==> config.mk <==
export PLATFORM = sky130hd
export DESIGN_NAME = mem_system_ctrl
export DESIGN_NICKNAME = d
export VERILOG_FILES = /design/src/rtl/mem_system_ctrl.sv
export SDC_FILE = /design/constraint.sdc
export NUM_CORES = 1
export LEC_CHECK = 0
export ABC_AREA = 1
export BUFFER_PORTS_ARGS = -buffer_cell sky130_fd_sc_hd__buf_2
export CAP_MARGIN = 10
export CELL_PAD_IN_SITES_DETAIL_PLACEMENT = 0
export CELL_PAD_IN_SITES_GLOBAL_PLACEMENT = 1
export CORE_MARGIN = 2
export CORE_UTILIZATION = 27
export CTS_CLUSTER_DIAMETER = 80
export DETAILED_ROUTE_END_ITERATION = 10
export PLACE_DENSITY_LB_ADDON = 0.1
export SLEW_MARGIN = 20
export SYNTH_ARGS = -nofsm -noshare
export SYNTH_HDL_FRONTEND = slang
export SYNTH_SLANG_ARGS = --single-unit
==> constraint.sdc <==
create_clock -name clk -period 1.8 [get_ports clk]
set_clock_uncertainty 0.1 [all_clocks]
set_input_delay 0.18 -clock clk [delete_from_list [all_inputs] [get_ports clk]]
set_output_delay 0.18 -clock clk [all_outputs]
set_load 0.005 [all_outputs]
==> src/rtl/mem_system_ctrl.sv <==
// ============================================================================
// mem_system_ctrl - cache controller FSM: hit, write-back, 4-word line fill,
// retry. Optional statistics counters under `MEM_SYSTEM_STATS_EN.
// Revision: 1.0
// ============================================================================
`default_nettype none

module mem_system_ctrl #(
  parameter int MEM_LAT = 2
) (
  input  logic        clk,
  input  logic        rst,
  input  logic [15:0] Addr,
  input  logic [15:0] DataIn,
  input  logic        Rd,
  input  logic        Wr,
  output logic [15:0] DataOut,
  output logic        Done,
  output logic        Stall,
  output logic        CacheHit,
  output logic        err,
  output logic        c_enable,
  output logic        c_comp,
  output logic        c_write,
  output logic        c_valid_in,
  output logic [4:0]  c_tag,
  output logic [7:0]  c_index,
  output logic [2:0]  c_offset,
  output logic [15:0] c_data_in,
  input  logic        c_hit,
  input  logic        c_dirty,
  input  logic        c_valid,
  input  logic [4:0]  c_tag_out,
  input  logic [15:0] c_data_out,
  output logic [15:0] m_addr,
  output logic [15:0] m_data_in,
  output logic        m_wr,
  output logic        m_rd,
  input  logic [15:0] m_data_out,
  output logic [15:0] stat_req,
  output logic [15:0] stat_hit
);

  localparam logic [3:0] S_IDLE  = 4'd0;
  localparam logic [3:0] S_WB0   = 4'd1;
  localparam logic [3:0] S_WB1   = 4'd2;
  localparam logic [3:0] S_WB2   = 4'd3;
  localparam logic [3:0] S_WB3   = 4'd4;
  localparam logic [3:0] S_RD0   = 4'd5;
  localparam logic [3:0] S_RD1   = 4'd6;
  localparam logic [3:0] S_RD2   = 4'd7;
  localparam logic [3:0] S_RD3   = 4'd8;
  localparam logic [3:0] S_WAIT0 = 4'd9;
  localparam logic [3:0] S_WAIT1 = 4'd10;
  localparam logic [3:0] S_RETRY = 4'd11;
  // First install cycle: the word read in RD0 lands MEM_LAT cycles later.
  localparam logic [3:0] S_FILL0 = 4'(S_RD0 + MEM_LAT);

  logic [3:0]  state, state_nxt;
  logic [4:0]  cap_tag, victim_tag;
  logic [7:0]  cap_index;
  logic [2:0]  cap_offset;
  logic [15:0] cap_data;
  logic        cap_wr;

  logic req_ok, req_bad, idle_hit, idle_miss;
  logic [1:0] wb_word, rd_word, fill_word;

  assign req_ok    = (Rd ^ Wr) & ~Addr[0];
  assign req_bad   = (Rd | Wr) & (Addr[0] | (Rd & Wr));
  assign idle_hit  = c_hit & c_valid;
  assign idle_miss = req_ok & ~idle_hit;
  assign wb_word   = 2'(state - S_WB0);
  assign rd_word   = 2'(state - S_RD0);
  assign fill_word = 2'(state - S_FILL0);

  always_ff @(posedge clk) begin
    if (rst) state <= S_IDLE;
    else     state <= state_nxt;
  end

  always_ff @(posedge clk) begin
    if (rst) begin
      cap_tag    <= '0;
      victim_tag <= '0;
      cap_index  <= '0;
      cap_offset <= '0;
      cap_data   <= '0;
      cap_wr     <= 1'b0;
    end else if (state == S_IDLE && idle_miss) begin
      cap_tag    <= Addr[15:11];
      cap_index  <= Addr[10:3];
      cap_offset <= Addr[2:0];
      cap_data   <= DataIn;
      cap_wr     <= Wr;
      victim_tag <= c_tag_out;
    end
  end

  always_comb begin
    state_nxt = S_IDLE;
    case (state)
      S_IDLE:  state_nxt = !idle_miss ? S_IDLE : ((c_valid & c_dirty) ? S_WB0 : S_RD0);
      S_WB0:   state_nxt = S_WB1;
      S_WB1:   state_nxt = S_WB2;
      S_WB2:   state_nxt = S_WB3;
      S_WB3:   state_nxt = S_RD0;
      S_RD0:   state_nxt = S_RD1;
      S_RD1:   state_nxt = S_RD2;
      S_RD2:   state_nxt = S_RD3;
      S_RD3:   state_nxt = S_WAIT0;
      S_WAIT0: state_nxt = S_WAIT1;
      S_WAIT1: state_nxt = S_RETRY;
      default: state_nxt = S_IDLE;
    endcase
  end

  // Outputs are forced quiet while rst is high so an aborted fill installs nothing.
  always_comb begin
    DataOut    = '0;
    Done       = 1'b0;
    Stall      = 1'b0;
    CacheHit   = 1'b0;
    err        = 1'b0;
    c_enable   = 1'b0;
    c_comp     = 1'b0;
    c_write    = 1'b0;
    c_valid_in = 1'b0;
    c_tag      = '0;
    c_index    = '0;
    c_offset   = '0;
    c_data_in  = '0;
    m_addr     = '0;
    m_data_in  = '0;
    m_wr       = 1'b0;
    m_rd       = 1'b0;
    if (!rst) begin
      case (state)
        S_IDLE: begin
          if (req_bad) begin
            err = 1'b1;
          end else if (req_ok) begin
            c_enable   = 1'b1;
            c_comp     = 1'b1;
            c_write    = Wr;
            c_valid_in = Wr;
            c_tag      = Addr[15:11];
            c_index    = Addr[10:3];
            c_offset   = Addr[2:0];
            c_data_in  = DataIn;
            if (idle_hit) begin
              Done     = 1'b1;
              CacheHit = 1'b1;
              DataOut  = c_data_out;
            end else begin
              Stall = 1'b1;
            end
          end
        end
        S_RETRY: begin
          c_enable   = 1'b1;
          c_comp     = 1'b1;
          c_write    = cap_wr;
          c_valid_in = cap_wr;
          c_tag      = cap_tag;
          c_index    = cap_index;
          c_offset   = cap_offset;
          c_data_in  = cap_data;
          Done       = 1'b1;
          DataOut    = c_data_out;
        end
        default: begin
          Stall = 1'b1;
          if (state >= S_WB0 && state <= S_WB3) begin
            c_enable  = 1'b1;
            c_tag     = victim_tag;
            c_index   = cap_index;
            c_offset  = {wb_word, 1'b0};
            m_wr      = 1'b1;
            m_addr    = {victim_tag, cap_index, wb_word, 1'b0};
            m_data_in = c_data_out;
          end
          if (state >= S_RD0 && state <= S_RD3) begin
            m_rd   = 1'b1;
            m_addr = {cap_tag, cap_index, rd_word, 1'b0};
          end
          // The line only becomes valid with its last word.
          if (state >= S_FILL0 && state <= S_WAIT1) begin
            c_enable   = 1'b1;
            c_write    = 1'b1;
            c_tag      = cap_tag;
            c_index    = cap_index;
            c_offset   = {fill_word, 1'b0};
            c_data_in  = m_data_out;
            c_valid_in = (fill_word == 2'd3);
          end
        end
      endcase
    end
  end

`ifdef MEM_SYSTEM_STATS_EN
  logic [15:0] req_cnt, hit_cnt;

  always_ff @(posedge clk) begin
    if (rst) begin
      req_cnt <= '0;
      hit_cnt <= '0;
    end else begin
      if (Done && req_cnt != 16'hFFFF) req_cnt <= req_cnt + 16'd1;
      if (Done && CacheHit && hit_cnt != 16'hFFFF) hit_cnt <= hit_cnt + 16'd1;
    end
  end

  assign stat_req = req_cnt;
  assign stat_hit = hit_cnt;
`else
  assign stat_req = '0;
  assign stat_hit = '0;
`endif

endmodule

`default_nettype wire
==> results.py <==
metrics = {
    "yosys": {
        "yosys.cell_count.top_type": "nor2_1",
        "netlist.area_leader.share_pct": 20.49,
        "synth_warnings": 0,
        "syn_area_per_cell_sq_um": 5.441,
        "synthTopCellsByCount": "nor2_1, nand2_1, inv_1, dfxtp_1, o21ai_0",
        "syn_inst": 754,
        "synth_top_cell_by_area": "dfxtp_1",
        "synth_ff_type": "dfxtp_1",
        "synthArstFlopShare_pct": 0,
        "synth_area_leaders": "dfxtp_1, nor2_1, nand2_1",
        "synth_seq_area_share_pct": 20.49,
        "synth_edf_count": 0,
        "syn_area_sq_mm": 0.004103,
        "ys_ff_latch": 42,
        "synth_cell_types": 28,
    },
    "global_route": {
        "grt_pass1_vias": 4566,
        "grt_max_degree": 30,
        "antenna_found_initial": 0,
        "grt_overflow": 0,
        "grt_pass1_wl_mm": 23.16,
        "grt_use_total_pct": 17.71,
    },
    "power": {
        "p_sw_share_pct": 44.32,
        "p_clk_share_pct": 15.4,
        "switchingPower_mw": 2.697,
        "power_frac_comb_pct": 65.8,
        "total_power_mw": 6.084,
        "peakVddDrop_mv": 0.4390,
        "powerDensity_mw_per_mm2": 949.7,
        "p_leak_nw": 3.239,
        "internal_power_mw": 3.387,
        "p_seq_share_pct": 18.8,
    },
    "finish": {
        "layout.nets": 1044,
        "fill_cells": 1678,
        "area_delta_synth_final_pct": 56.15,
        "insertedDiodeCount": 0,
        "layout-drive-gt1-share_pct": 38.25,
    },
    "floorplan": {
        "dieArea_sq_mm": 0.01620,
        "fp.dieH_microns": 127.3,
        "core-area_sq_mm": 0.01503,
        "boundaryPins": 198,
        "die_w_microns": 127.3,
        "start_util_pct": 27.29,
        "rows": 45,
    },
    "critical_path": {
        "rr_startpoint": "state[0]",
        "cp-end-kind": "primary output",
        "required_ns": 1.52,
        "cp_max_fo": 4,
        "cp.arrival_ns": 1.84,
        "critical_path_class": "reg2out",
        "crit_path_start": "state[1]",
        "start_kind": "register",
    },
    "place": {
        "post-place-ws_ns": -0.1955,
        "hpwlAfterDp_mm": 11.17,
        "io_buffer_count": 164,
        "routabilityCongestion": 0.8763,
    },
    "route": {
        "ant_nets": 0,
        "via_per_inst": 4.466,
        "drc": 0,
        "first_pass_iters": 4,
        "drt_iter0_markers": 210,
        "vias": 5136,
        "wl_per_cell_microns": 13.37,
        "drt-total-wl_mm": 15.38,
    },
    "clock_network": {
        "clk_pin_slew_ns": 0.06,
        "cts_made_buffers": 5,
        "clock_sink_count": 42,
        "clk_path_buf_depth": 2,
        "root_buffer": "clkbuf_16",
        "cts_tree": "built",
        "clk_latency_ns": 0.29,
        "htree_levels": 2,
    },
    "min_path": {
        "hold_path.class": "in2reg",
        "hp-start": "c_tag_out[4]",
    },
    "timing": {
        "rsz0062_at_grt": "true",
        "hold_viol": 0,
        "fin_crit_sh_pct": 117.6,
        "fin_tns_setup_ns": -19.59,
        "min_period_ns": 2.116,
        "setup-violations-final": 88,
        "maxSlewViolCount": 0,
        "max_freq_mhz": 472.5,
        "fin_ws_ns": -0.3164,
    },
    "run_status": {
        "outcome": "finished with violations",
        "violations": "negative setup slack",
    },
    "flow_run": {
        "cap_violations": 0,
    },
}
==> through the flow <==
stage / cell area [sq um] / hold slack [ns] / util, % / cells
2_1_floorplan: 4223 / 0.2255 / - / 786
3_3_place_gp: 5324 / 0.3218 / 35.41 / 1121
3_5_place_dp: 5324 / 0.3327 / 35.41 / 1121
4_1_cts: 5927 / 0.02733 / 39.43 / 1144
5_1_grt: 6406 / 0.03861 / 42.61 / 1150
6_report: 6406 / 0.02123 / 42.61 / 1150
==> final timing paths <==
path	end	slack [ns]	depth (start not counted)
min	victim_tag[4]	0.02	3
min reg2reg	cap_offset[0]	0.37	2
max	c_index[1]	-0.32	14
max reg2reg	cap_data[8]	0.07	10
==> cell families after synthesis <==
kind of cell,share of synthesized area (%)
and+or+nand+nor,45.56
buffers and inverters,21.78
AOI/OAI and AO/OA,9.942
DFF,20.49
adders and majority gates,2.135
other,0.09140
==> flip-flops by register name, indices dropped and copies added, names as in the netlist <==
signal	count
cap_data	16
cap_index	8
cap_offset	3
cap_tag	5
cap_wr	1
state	4
victim_tag	5
==> cells in the final DEF (no fill, tap or decap), types with 2 or more instances in the layout <==
cell type,instances
nor2_1,161
nand2_8,9
nor2_4,17
inv_8,2
nand3_4,2
conb_1,33
buf_16,2
nand4_1,7
nand2_1,150
a21oi_1,14
buf_2,162
dfxtp_2,3
nand3_1,35
nor2_8,2
buf_6,17
dfxtp_1,38
buf_12,13
o21ai_0,24
inv_1,84
ha_4,4
nor3_1,17
ha_1,3
nand2_4,8
nor2_2,24
buf_4,45
buf_8,2
a21oi_2,12
clkbuf_16,7
nor3_2,3
o21ai_1,24
nand3_2,4
inv_4,4
inv_2,8
nand2_2,11
==> critical path, cell delays in order, from the launching register on <==
cell and delay [ns]:
dfxtp_2 0.33, inv_2 0.05, buf_6 0.12, ha_4 0.16, inv_4 0.06, nand2_4 0.05, nand2_4 0.07, nand2_8 0.07
buf_12 0.13, inv_8 0.05, nand2_8 0.07, buf_12 0.14, nand2_8 0.07, nor2_1 0.04, buf_2 0.11
==> metal layers <==
metal	vias to the layer above	share of wire, %	global-route usage, %
met3	10	4.5	2.387
li1	2646	-	-
met5	-	0	0
met2	158	49	30.92
met1	2322	46	23.29
met4	0	1.1	3.814
==> power by group through the flow <==
stage / logic [mW] / clock network (mW) / registers [mW]
detailed placement: 2.83 / 0 / 1.15
CTS: 3.44 / 0.960 / 1.14
floorplan: 1.77 / 0 / 1.14
finish: 4.00 / 0.938 / 1.14
global route: 4.38 / 1.00 / 1.16
global placement: 2.82 / 0 / 1.15
==> area by class of cell <==
cell class	instances	area, sq um	share of cell area (%)
Timing Repair Buffer	243	1735	27.09
Sequential cell	42	848.3	13.24
Clock buffer	7	142.6	2.227
Tap cell	188	235.2	3.672
Clock inverter	1	5.005	0.07813
Multi-Input combinational cell	571	3047	47.56
Inverter	98	392.9	6.133
==> what timing repair did <==
item,4_1_cts,5_1_grt
setup buffers,11,5
pin swaps,19,19
hold buffers,0,0
gates cloned,4,3
endpoints found under the setup margin,128,122
resized for setup,78,118
Note: power is estimated with default switching activity, not from simulation.
